$ cat config.mk
export PLATFORM = sky130hd
export DESIGN_NAME = pipe_sequencer
export DESIGN_NICKNAME = d
export VERILOG_FILES = /design/src/rtl/pipe_sequencer.sv
export SDC_FILE = /design/constraint.sdc
export NUM_CORES = 1
export LEC_CHECK = 0
export CAP_MARGIN = 30
export CORE_ASPECT_RATIO = 1.75
export CORE_MARGIN = 1
export CORE_UTILIZATION = 45
export CTS_CLUSTER_DIAMETER = 40
export DETAILED_ROUTE_END_ITERATION = 6
export HOLD_SLACK_MARGIN = 0.1
export PLACE_DENSITY = 0.72
export SLEW_MARGIN = 5
export SYNTH_ARGS = -nofsm -noshare
export SYNTH_HDL_FRONTEND = slang
export SYNTH_SLANG_ARGS = --single-unit
$ cat constraint.sdc
create_clock -name CLK -period 1.95 [get_ports CLK]
set_input_delay 0.2925 -clock CLK [delete_from_list [all_inputs] [get_ports CLK]]
set_output_delay 0.2925 -clock CLK [all_outputs]
set_load 0.02 [all_outputs]
$ cat src/rtl/pipe_sequencer.sv
// Stall/flush sequencer for the decode/execute/writeback pipeline: buffer and PC
// write enables, bubble insertion, multiplier occupancy, branch watchdog, stall count.
module pipe_sequencer #(
  parameter int MULT_LAT = 4,
  parameter int WAIT_MAX = 7
) (
  input  logic        CLK,
  input  logic        RST,
  input  logic        dec_valid,
  input  logic        dec_has_stall,
  input  logic        dec_is_mult,
  input  logic        dec_uses_hilo,
  input  logic        wb_resolved,
  input  logic        wb_taken,
  output logic        pc_wr,
  output logic        pc_redirect,
  output logic        dec_exe_wr,
  output logic        bubble,
  output logic        exe_wb_wr,
  output logic        mult_start,
  output logic        mult_busy,
  output logic        wd_err,
  output logic [1:0]  state,
  output logic [15:0] stall_cnt
);

  localparam logic [1:0] S_RUN   = 2'd0;
  localparam logic [1:0] S_WAIT  = 2'd1;
  localparam logic [1:0] S_FLUSH = 2'd2;

  localparam logic [3:0] MULT_LOAD = 4'(MULT_LAT);
  localparam logic [3:0] WD_LAST   = 4'(WAIT_MAX - 1);

  logic [1:0]  cur_state;
  logic [1:0]  nxt_state;
  logic [3:0]  mult_cnt;
  logic [3:0]  wd_cnt;
  logic        err_sticky;
  logic [15:0] stall_reg;

  logic        hazard;
  logic        enter_wait;
  logic        timeout;
  logic        pc_wr_c;
  logic        redirect_c;
  logic        bubble_c;
  logic        mult_start_c;

  assign hazard = dec_valid & (dec_is_mult | dec_uses_hilo) & (mult_cnt != 4'd0);

  // Next-state and per-cycle control decode (Mealy on current inputs)
  always_comb begin
    nxt_state    = cur_state;
    enter_wait   = 1'b0;
    timeout      = 1'b0;
    pc_wr_c      = 1'b0;
    redirect_c   = 1'b0;
    bubble_c     = 1'b0;
    mult_start_c = 1'b0;
    case (cur_state)
      S_RUN: begin
        if (!dec_valid) begin
          pc_wr_c  = 1'b1;
          bubble_c = 1'b1;
        end else if (hazard) begin
          bubble_c = 1'b1;
        end else if (dec_has_stall) begin
          // Control instruction wins over a simultaneous multiply flag.
          nxt_state  = S_WAIT;
          enter_wait = 1'b1;
        end else begin
          pc_wr_c      = 1'b1;
          mult_start_c = dec_is_mult;
        end
      end
      S_WAIT: begin
        bubble_c = 1'b1;
        if (wb_resolved) begin
          pc_wr_c    = 1'b1;
          redirect_c = wb_taken;
          nxt_state  = S_FLUSH;
        end else if (wd_cnt >= WD_LAST) begin
          // Give up on the resolution and fall through to PC+1.
          timeout   = 1'b1;
          pc_wr_c   = 1'b1;
          nxt_state = S_FLUSH;
        end else begin
          nxt_state = S_WAIT;
        end
      end
      S_FLUSH: begin
        bubble_c  = 1'b1;
        nxt_state = S_RUN;
      end
      default: begin
        bubble_c  = 1'b1;
        nxt_state = S_RUN;
      end
    endcase
  end

  // FSM state register
  always_ff @(posedge CLK or posedge RST) begin
    if (RST) begin
      cur_state <= S_RUN;
    end else begin
      cur_state <= nxt_state;
    end
  end

  // Multiplier occupancy countdown, runs in every state
  always_ff @(posedge CLK or posedge RST) begin
    if (RST) begin
      mult_cnt <= 4'd0;
    end else if (mult_start_c) begin
      mult_cnt <= MULT_LOAD;
    end else if (mult_cnt != 4'd0) begin
      mult_cnt <= mult_cnt - 4'd1;
    end
  end

  // Watchdog counter and sticky error
  always_ff @(posedge CLK or posedge RST) begin
    if (RST) begin
      wd_cnt     <= 4'd0;
      err_sticky <= 1'b0;
    end else begin
      if (enter_wait) begin
        wd_cnt <= 4'd0;
      end else if (cur_state == S_WAIT) begin
        wd_cnt <= wd_cnt + 4'd1;
      end
      if (timeout) begin
        err_sticky <= 1'b1;
      end
    end
  end

  // Saturating bubble counter
  always_ff @(posedge CLK or posedge RST) begin
    if (RST) begin
      stall_reg <= 16'd0;
    end else if (bubble_c && (stall_reg != 16'hFFFF)) begin
      stall_reg <= stall_reg + 16'd1;
    end
  end

  // Reset forces every output low immediately, independent of the clock.
  assign pc_wr       = pc_wr_c & ~RST;
  assign pc_redirect = redirect_c & ~RST;
  assign dec_exe_wr  = ~RST;
  assign exe_wb_wr   = ~RST;
  assign bubble      = bubble_c & ~RST;
  assign mult_start  = mult_start_c & ~RST;
  assign mult_busy   = (mult_cnt != 4'd0) & ~RST;
  assign wd_err      = (err_sticky | timeout) & ~RST;
  assign state       = RST ? S_RUN : cur_state;
  assign stall_cnt   = RST ? 16'd0 : stall_reg;

endmodule

==> reports/qor.log, run 1 <==
[pwr] VDD IR-drop max 1.04 mV
[route] Routed WL per cell 14.4 um
[clocking] CTS tree yes
[timing] number of hold-slack violations in the final timing report 0
[setup_path] Arr. time, crit path 1690 ps
[logic_synthesis] synth top area cells dfrtp_1, nor2b_1, xnor2_1
[route] Remaining DRCs 0
[timing] setup TNS -33.2 ps
[setup_path] ordered cell list for the critical path inv_1 -> ha_2 -> nor3b_4 -> o211a_1 -> nand2_2 -> nor2_4 -> buf_6
[clocking] root buffer cell clkbuf_8
[layout] fraction of final layout cells sized beyond drive strength 1 0.231
[route] Via density 5.18
[clocking] clock slew at the register clock pins of the worst setup and hold paths 90 ps
[grt] pin count of the biggest net entering global routing 18
[placed_design] Detail Placement HPWL 2810 um
[route] number of detailed-routing iterations run before antenna repair 4
[logic_synthesis] gate count of the mapped netlist 152
[die] die footprint 0.00361 mm2
[layout] flip-flop count of the largest register after layout 16
[placed_design] minimum setup slack after placement -230 ps
[logic_synthesis] average instance area after synthesis 9.96 um2
[route] drt first-iter violations 30
[logic_synthesis] cell area after technology mapping 0.00151 mm2
[timing] total setup violations reported at the end of the flow 1
[clocking] buffer levels on the longest clock path 2
[timing] worst setup margin -33.2 ps
[logic_synthesis] commonest cells in the synthesized netlist dfrtp_1, nor2b_1, xnor2_1
[logic_synthesis] share of the synthesized area in the top cell type 0.446
[timing] Highest Clock Rate 504 MHz
[grt] leftover overflow at the end of global routing 0
[setup_path] slack of the worst reg-to-reg path 30 ps
[layout] area overhead of the layout relative to synthesis 39.8%
[setup_path] worst setup path class reg -> out
[logic_synthesis] predominant post-synthesis flop cell dfrtp_1
[logic_synthesis] most frequently used cell type in the post-synthesis netlist dfrtp_1
[die] Die X-Extent 45.8 um
[logic_synthesis] flop and latch count out of synthesis 27
[setup_path] Max stage delay on crit path 390 ps
[logic_synthesis] adder and majority gate portion of the synthesized area 0.0331
[logic_synthesis] main combinational cell family by area after synthesis simple AND/OR/NAND/NOR gates
[die] standard cell core area 0.00318 mm2
[logic_synthesis] area fraction in compound gates after synthesis 0.0909
[grt] met2 demand-to-capacity share in global routing 0.411
[grt] global routing usage on met3 0.0136
[setup_path] cell with the largest stage delay on the worst path dfrtp_1
[logic_synthesis] Post-synth EDFFs 0
[run_status] outcome finished with violations
[logic_synthesis] count of distinct cell types in the synthesized netlist 36
[placed_design] I/O Buffers 33
[pwr] Leak 1.02 nW
[timing] headroom to the max-slew limit 0.722
[logic_synthesis] parity-gate share of the synthesized area counting xor and xnor cells 0.0926
[hold_path] class of the tightest hold or removal check reg -> reg
[die] initial core utilization 0.477
[pwr] power per unit of standard cell area 1110 mW/mm2
[timing] transition time at the pin with the least slew margin 417 ps
[logic_synthesis] sequential area share after synthesis 0.446
[layout] number of nets in the layout 221
[setup_path] top cell family by delay on the critical path simple AND/OR/NAND/NOR gates
[timing] total count of max-transition violations in the final report 0
[pwr] total power draw 2.35 mW
[die] cell row count 27
[grt] via count of the first global-routing pass 1271
[setup_path] CP bufs+invs 2
[grt] GRT met1 Usage 0.232
[setup_path] startpoint type of the worst setup path flop
[clocking] number of buffers inserted during clock tree synthesis 3
[clocking] htree depth 1
[route] number of nets with antenna violations after detailed routing 0
[route] number of vias after detailed routing 1300
[timing] final setup skew 3.89 ps
[grt] antenna violations before repair 0
[grt] GRT busiest layer met2
[placed_design] routability congestion estimate from global placement 0.846
[logic_synthesis] number of warnings issued by yosys 0
[die] die span in y 78.7 um
[die] count of pins on the block boundary 34
[timing] unrepaired setup endpoints after global routing true
[route] DRT Wirelength 3610 um
[run] number of max-cap violations 0
[timing] fin crit share 1.02
[run_status] failing checks setup timing
[setup_path] required time of the worst setup path 1660 ps
[logic_synthesis] Async SR Flop Fraction 1.00
[layout] Diodes inserted 0
[grt] global-route wire length before repair 5670 um
[logic_synthesis] synthesized-area fraction occupied by and/or/nand/nor cells 0.285
[logic_synthesis] post-synth top area cell dfrtp_1
[clocking] count of clock tree sinks 27
[setup_path] maximum fanout encountered on the critical timing path 3
[layout] Layout fillers 293
[logic_synthesis] proportion of synthesized area in mux cells 0.00744
[clocking] clk_lat worst skew 260 ps
[grt] combined global-route utilization of all metal layers 0.213
[timing] Min Clock Period, post-route 1980 ps
[timing] post-route worst hold slack 486 ps
[logic_synthesis] synthesized netlist net count 164
[setup_path] crit end category output pin
==> final timing paths <==
path,startpoint,endpoint,depth (start not counted)
setup / recovery,mult_cnt[1],mult_start,7
hold / removal,err_sticky,err_sticky,1
setup reg to reg,mult_cnt[1],stall_reg[10],9
hold reg to reg,err_sticky,err_sticky,1
max in group asynchronous,RST,wd_cnt[1],3
min in group asynchronous,RST,err_sticky,3
==> metrics by stage <==
step | utilization | cells | area [um2]
2_1_floorplan | - | 152 | 1510
3_3_place_gp | 0.636 | 243 | 2020
3_5_place_dp | 0.636 | 243 | 2020
4_1_cts | 0.645 | 248 | 2050
5_1_grt | 0.667 | 251 | 2120
6_report | 0.667 | 251 | 2120
==> power by group <==
group          internal (mW)  switching [mW]
Clock                  0.146           0.156
Sequential             0.740           0.156
Combinational          0.598           0.559
==> kinds of logic after synthesis <==
logic type / after synthesis
and+or+nand+nor: 73
DFF: 27
AOI/OAI and AO/OA: 19
xor gates and xnor gates: 16
buffers and inverters: 12
adders and majority gates: 4
muxes: 1
==> metal layers <==
layer	routed length [um]	share of wire
met5	0	0
met4	27	0.0075
met1	1390	0.38
met3	100	0.028
met2	2090	0.58
==> what timing repair did <==
item | 4_1_cts | 5_1_grt
setup endpoints to repair | 30 | 16
hold buffers | 0 | 0
gates resized for setup | 43 | 18
setup buffers | 1 | 3
pin swaps | 4 | 11
hold endpoints to repair | 0 | 0
==> final cells by class <==
cell class | instances | area (um2) | area share
Inverter | 4 | 15.0 | 0.00709
Tap cell | 43 | 53.8 | 0.0254
Sequential cell | 27 | 676 | 0.319
Timing Repair Buffer | 60 | 515 | 0.243
Clock buffer | 4 | 45.0 | 0.0213
Multi-Input combinational cell | 113 | 812 | 0.384
==> worst reg2reg max path, cell delays in order, from the launching register on <==
cell	delay, ps
dfrtp_1	360
inv_1	50
ha_2	180
nor3b_4	160
o211a_1	270
buf_6	150
a31oi_4	200
buf_6	160
nand4_1	110
xnor2_1	170
==> layout by cell type (no fill, tap or decap), types with 2 or more instances in the layout <==
master,instances
a21oi_1,4
and3_1,3
and4_1,4
buf_4,25
buf_6,6
clkbuf_8,3
clkdlybuf4s50_1,8
dfrtp_1,27
dlygate4sd2_1,20
ha_1,3
inv_1,4
nand2_1,6
nand2b_1,3
nand3_1,8
nand4_1,6
nor2_1,9
nor2b_1,22
nor3_1,2
o21ai_0,2
o21ai_1,2
xnor2_1,13
xor2_1,3
(Power assumes the default switching activity.)
==> inputs of run 2 (changes only) <==
ABC_AREA = 1   (was default)
CORE_UTILIZATION = 47   (was 45)
PLACE_DENSITY = 0.73   (was 0.72)
==> run 2 against run 1 <==
  * The run now ends clean
  * Cell count grew 46%
  * Sequential cell count unchanged
  * Worst setup slack improved by 170 ps
  * Critical path type unchanged
==> reports/qor.log, run 2 <==
[layout] sequential standard cell area 676 um2
[route] drt first-iter violations 27
[die] standard cell core area 0.00363 mm2
[hold_path] class of the tightest hold or removal check reg -> reg
[grt] via count of the first global-routing pass 1655
[logic_synthesis] post-synth top area cell dfrtp_1
[logic_synthesis] share of the synthesized area in the top cell type 0.374
[timing] total setup violations reported at the end of the flow 0
[hold_path] Hold Crit Endpoint err_sticky
[clocking] clock slew at the register clock pins of the worst setup and hold paths 100 ps
[die] cell row count 29
[die] die footprint 0.00410 mm2
[setup_path] crit end category output pin
[logic_synthesis] number of warnings issued by yosys 0
[logic_synthesis] Post-synth EDFFs 0
[timing] fin crit share 0.929
[route] Routed WL per cell 10.8 um
[setup_path] endpoint of the most critical register-to-register path stall_reg[11]
[route] number of vias after detailed routing 1729
[layout] area overhead of the layout relative to synthesis 27.9%
[route] number of detailed-routing iterations run before antenna repair 4
[timing] headroom to the max-slew limit 0.780
[logic_synthesis] gate count of the mapped netlist 271
[timing] final setup skew 7.67 ps
[clocking] htree depth 1
[die] Die X-Extent 48.8 um
[logic_synthesis] sequential area share after synthesis 0.374
[timing] setup TNS 0 ps
[setup_path] worst-case reg-to-reg path depth 10
[timing] number of hold-slack violations in the final timing report 0
[setup_path] startpoint type of the worst setup path flop
[logic_synthesis] cell area after technology mapping 0.00180 mm2
[die] die span in y 84.0 um
[pwr] Leak 1.30 nW
[timing] transition time at the pin with the least slew margin 329 ps
[grt] pin count of the biggest net entering global routing 20
[timing] Highest Clock Rate 552 MHz
[logic_synthesis] Async SR Flop Fraction 1.00
[logic_synthesis] predominant post-synthesis flop cell dfrtp_1
[layout] fraction of final layout cells sized beyond drive strength 1 0.128
[layout] commonest non-fill, non-tap cell in the layout nand2_1
[logic_synthesis] synth top area cells dfrtp_1, nand2_1, nor2_1
[run_status] outcome finished clean
[setup_path] Arr. time, crit path 1520 ps
[logic_synthesis] count of distinct cell types in the synthesized netlist 25
[route] Remaining DRCs 0
[clocking] CTS tree yes
[hold_path] start point of the worst min-delay path err_sticky
[run] number of max-cap violations 0
[pwr] power per unit of standard cell area 936 mW/mm2
[hold_path] hold depth 2
[layout] Diodes inserted 0
[clocking] buffer levels on the longest clock path 2
[timing] total count of max-transition violations in the final report 0
[clocking] root buffer cell clkbuf_8
[setup_path] maximum fanout encountered on the critical timing path 4
[logic_synthesis] flop and latch count out of synthesis 27
[die] count of pins on the block boundary 34
[grt] combined global-route utilization of all metal layers 0.213
[pwr] total power draw 2.16 mW
[placed_design] Detail Placement HPWL 3070 um
[layout] area of the multi-input gates 931 um2
[clocking] count of clock tree sinks 27
[layout] most frequent cells in the layout nand2_1, nor2_1, inv_1
[layout] number of nets in the layout 333
[setup_path] required time of the worst setup path 1660 ps
[setup_path] worst setup path class reg -> out
[route] number of nets with antenna violations after detailed routing 0
[placed_design] routability congestion estimate from global placement 0.918
[setup_path] startpoint of the worst-slack reg-to-reg timing path stall_reg[0]
[logic_synthesis] commonest cells in the synthesized netlist nand2_1, nor2_1, inv_1
[placed_design] I/O Buffers 33
[timing] Min Clock Period, post-route 1810 ps
[layout] flip-flop count of the largest register after layout 16
[logic_synthesis] most frequently used cell type in the post-synthesis netlist nand2_1
[grt] leftover overflow at the end of global routing 0
[grt] antenna violations before repair 0
[route] Via density 4.72
[logic_synthesis] average instance area after synthesis 6.66 um2
[logic_synthesis] synthesized netlist net count 283
[pwr] VDD IR-drop max 0.681 mV
[die] initial core utilization 0.497
[layout] Layout fillers 352
[setup_path] slack of the worst reg-to-reg path 310 ps
[route] DRT Wirelength 3950 um
[clocking] clk_lat worst skew 270 ps
[grt] global-route wire length before repair 6980 um
[clocking] number of buffers inserted during clock tree synthesis 3
-- run 2: cell count changes after synthesis, sizes merged, moves of 4 or more --
cell,delta
and4,-4
inv,+40
nand2,+95
nor2,+35
nor2b,-22
o21ai,+6
xnor2,-10
xor2,+5
-- run 2: through the flow --
step                      std cells  hold slack, ps   util  setup WS, ps  area (um2)
final                           366             467  0.636           138        2310
after floorplan                 271             422      -           282        1800
after global placement          362             434  0.629          -215        2280
after global routing            366             492  0.636         -14.5        2310
after CTS                       366             472  0.632          13.7        2290
after detailed placement        362             450  0.629          -249        2280
-- run 2: worst max-delay path by stage --
stage	start	to	cells past startpoint
3_3_place_gp	dec_is_mult	mult_start	9
2_1_floorplan	mult_cnt[0]	mult_start	8
5_1_grt	dec_valid	bubble	8
4_1_cts	mult_cnt[0]	pc_wr	7
3_5_place_dp	dec_is_mult	mult_start	9
6_report	mult_cnt[0]	mult_start	9
-- run 2: logic make-up after synthesis --
logic type | share of synthesized area
simple gates | 0.390
buf+inv | 0.121
flops | 0.374
compound gates | 0.0333
xor+xnor | 0.0534
fa+ha+maj | 0.0277
-- run 2: repair_timing --
action                     in CTS  in global routing
pin swaps                       0                  1
resized for setup              31                 10
hold buffers                    0                  0
setup endpoints to repair      26                  5
setup buffers                   0                  0
-- run 2: area by class of cell --
cell class                 count  area share
timing repair buffer          51       0.184
multi-input combinational    193       0.403
inverter                      45      0.0748
sequential                    27       0.293
tap                           46      0.0249
clock buffer                   4      0.0195
-- run 2: power by group --
group,internal (mW),total (mW),switching [mW]
clock,0.146,0.327,0.180
sequential,0.709,0.858,0.149
combinational,0.435,0.975,0.540
-- run 2: layer usage --
| layer | track usage | up-vias | routed length, um |
|---|---|---|---|
| li1 | - | 908 | - |
| met5 | 0 | - | 0 |
| met2 | 0.410 | 30 | 2180 |
| met3 | 0.0200 | 2 | 99 |
| met1 | 0.241 | 789 | 1640 |
| met4 | 0.0561 | 0 | 28 |
-- run 2: worst max-delay path: stages (launching register included) --
cell and delay (ps):
dfrtp_1 390, inv_1 100, ha_4 150, nand2_2 60, nand2_2 80, nand3_2 80, inv_1 90, nand2_2 70
nor2_1 90, buf_4 140
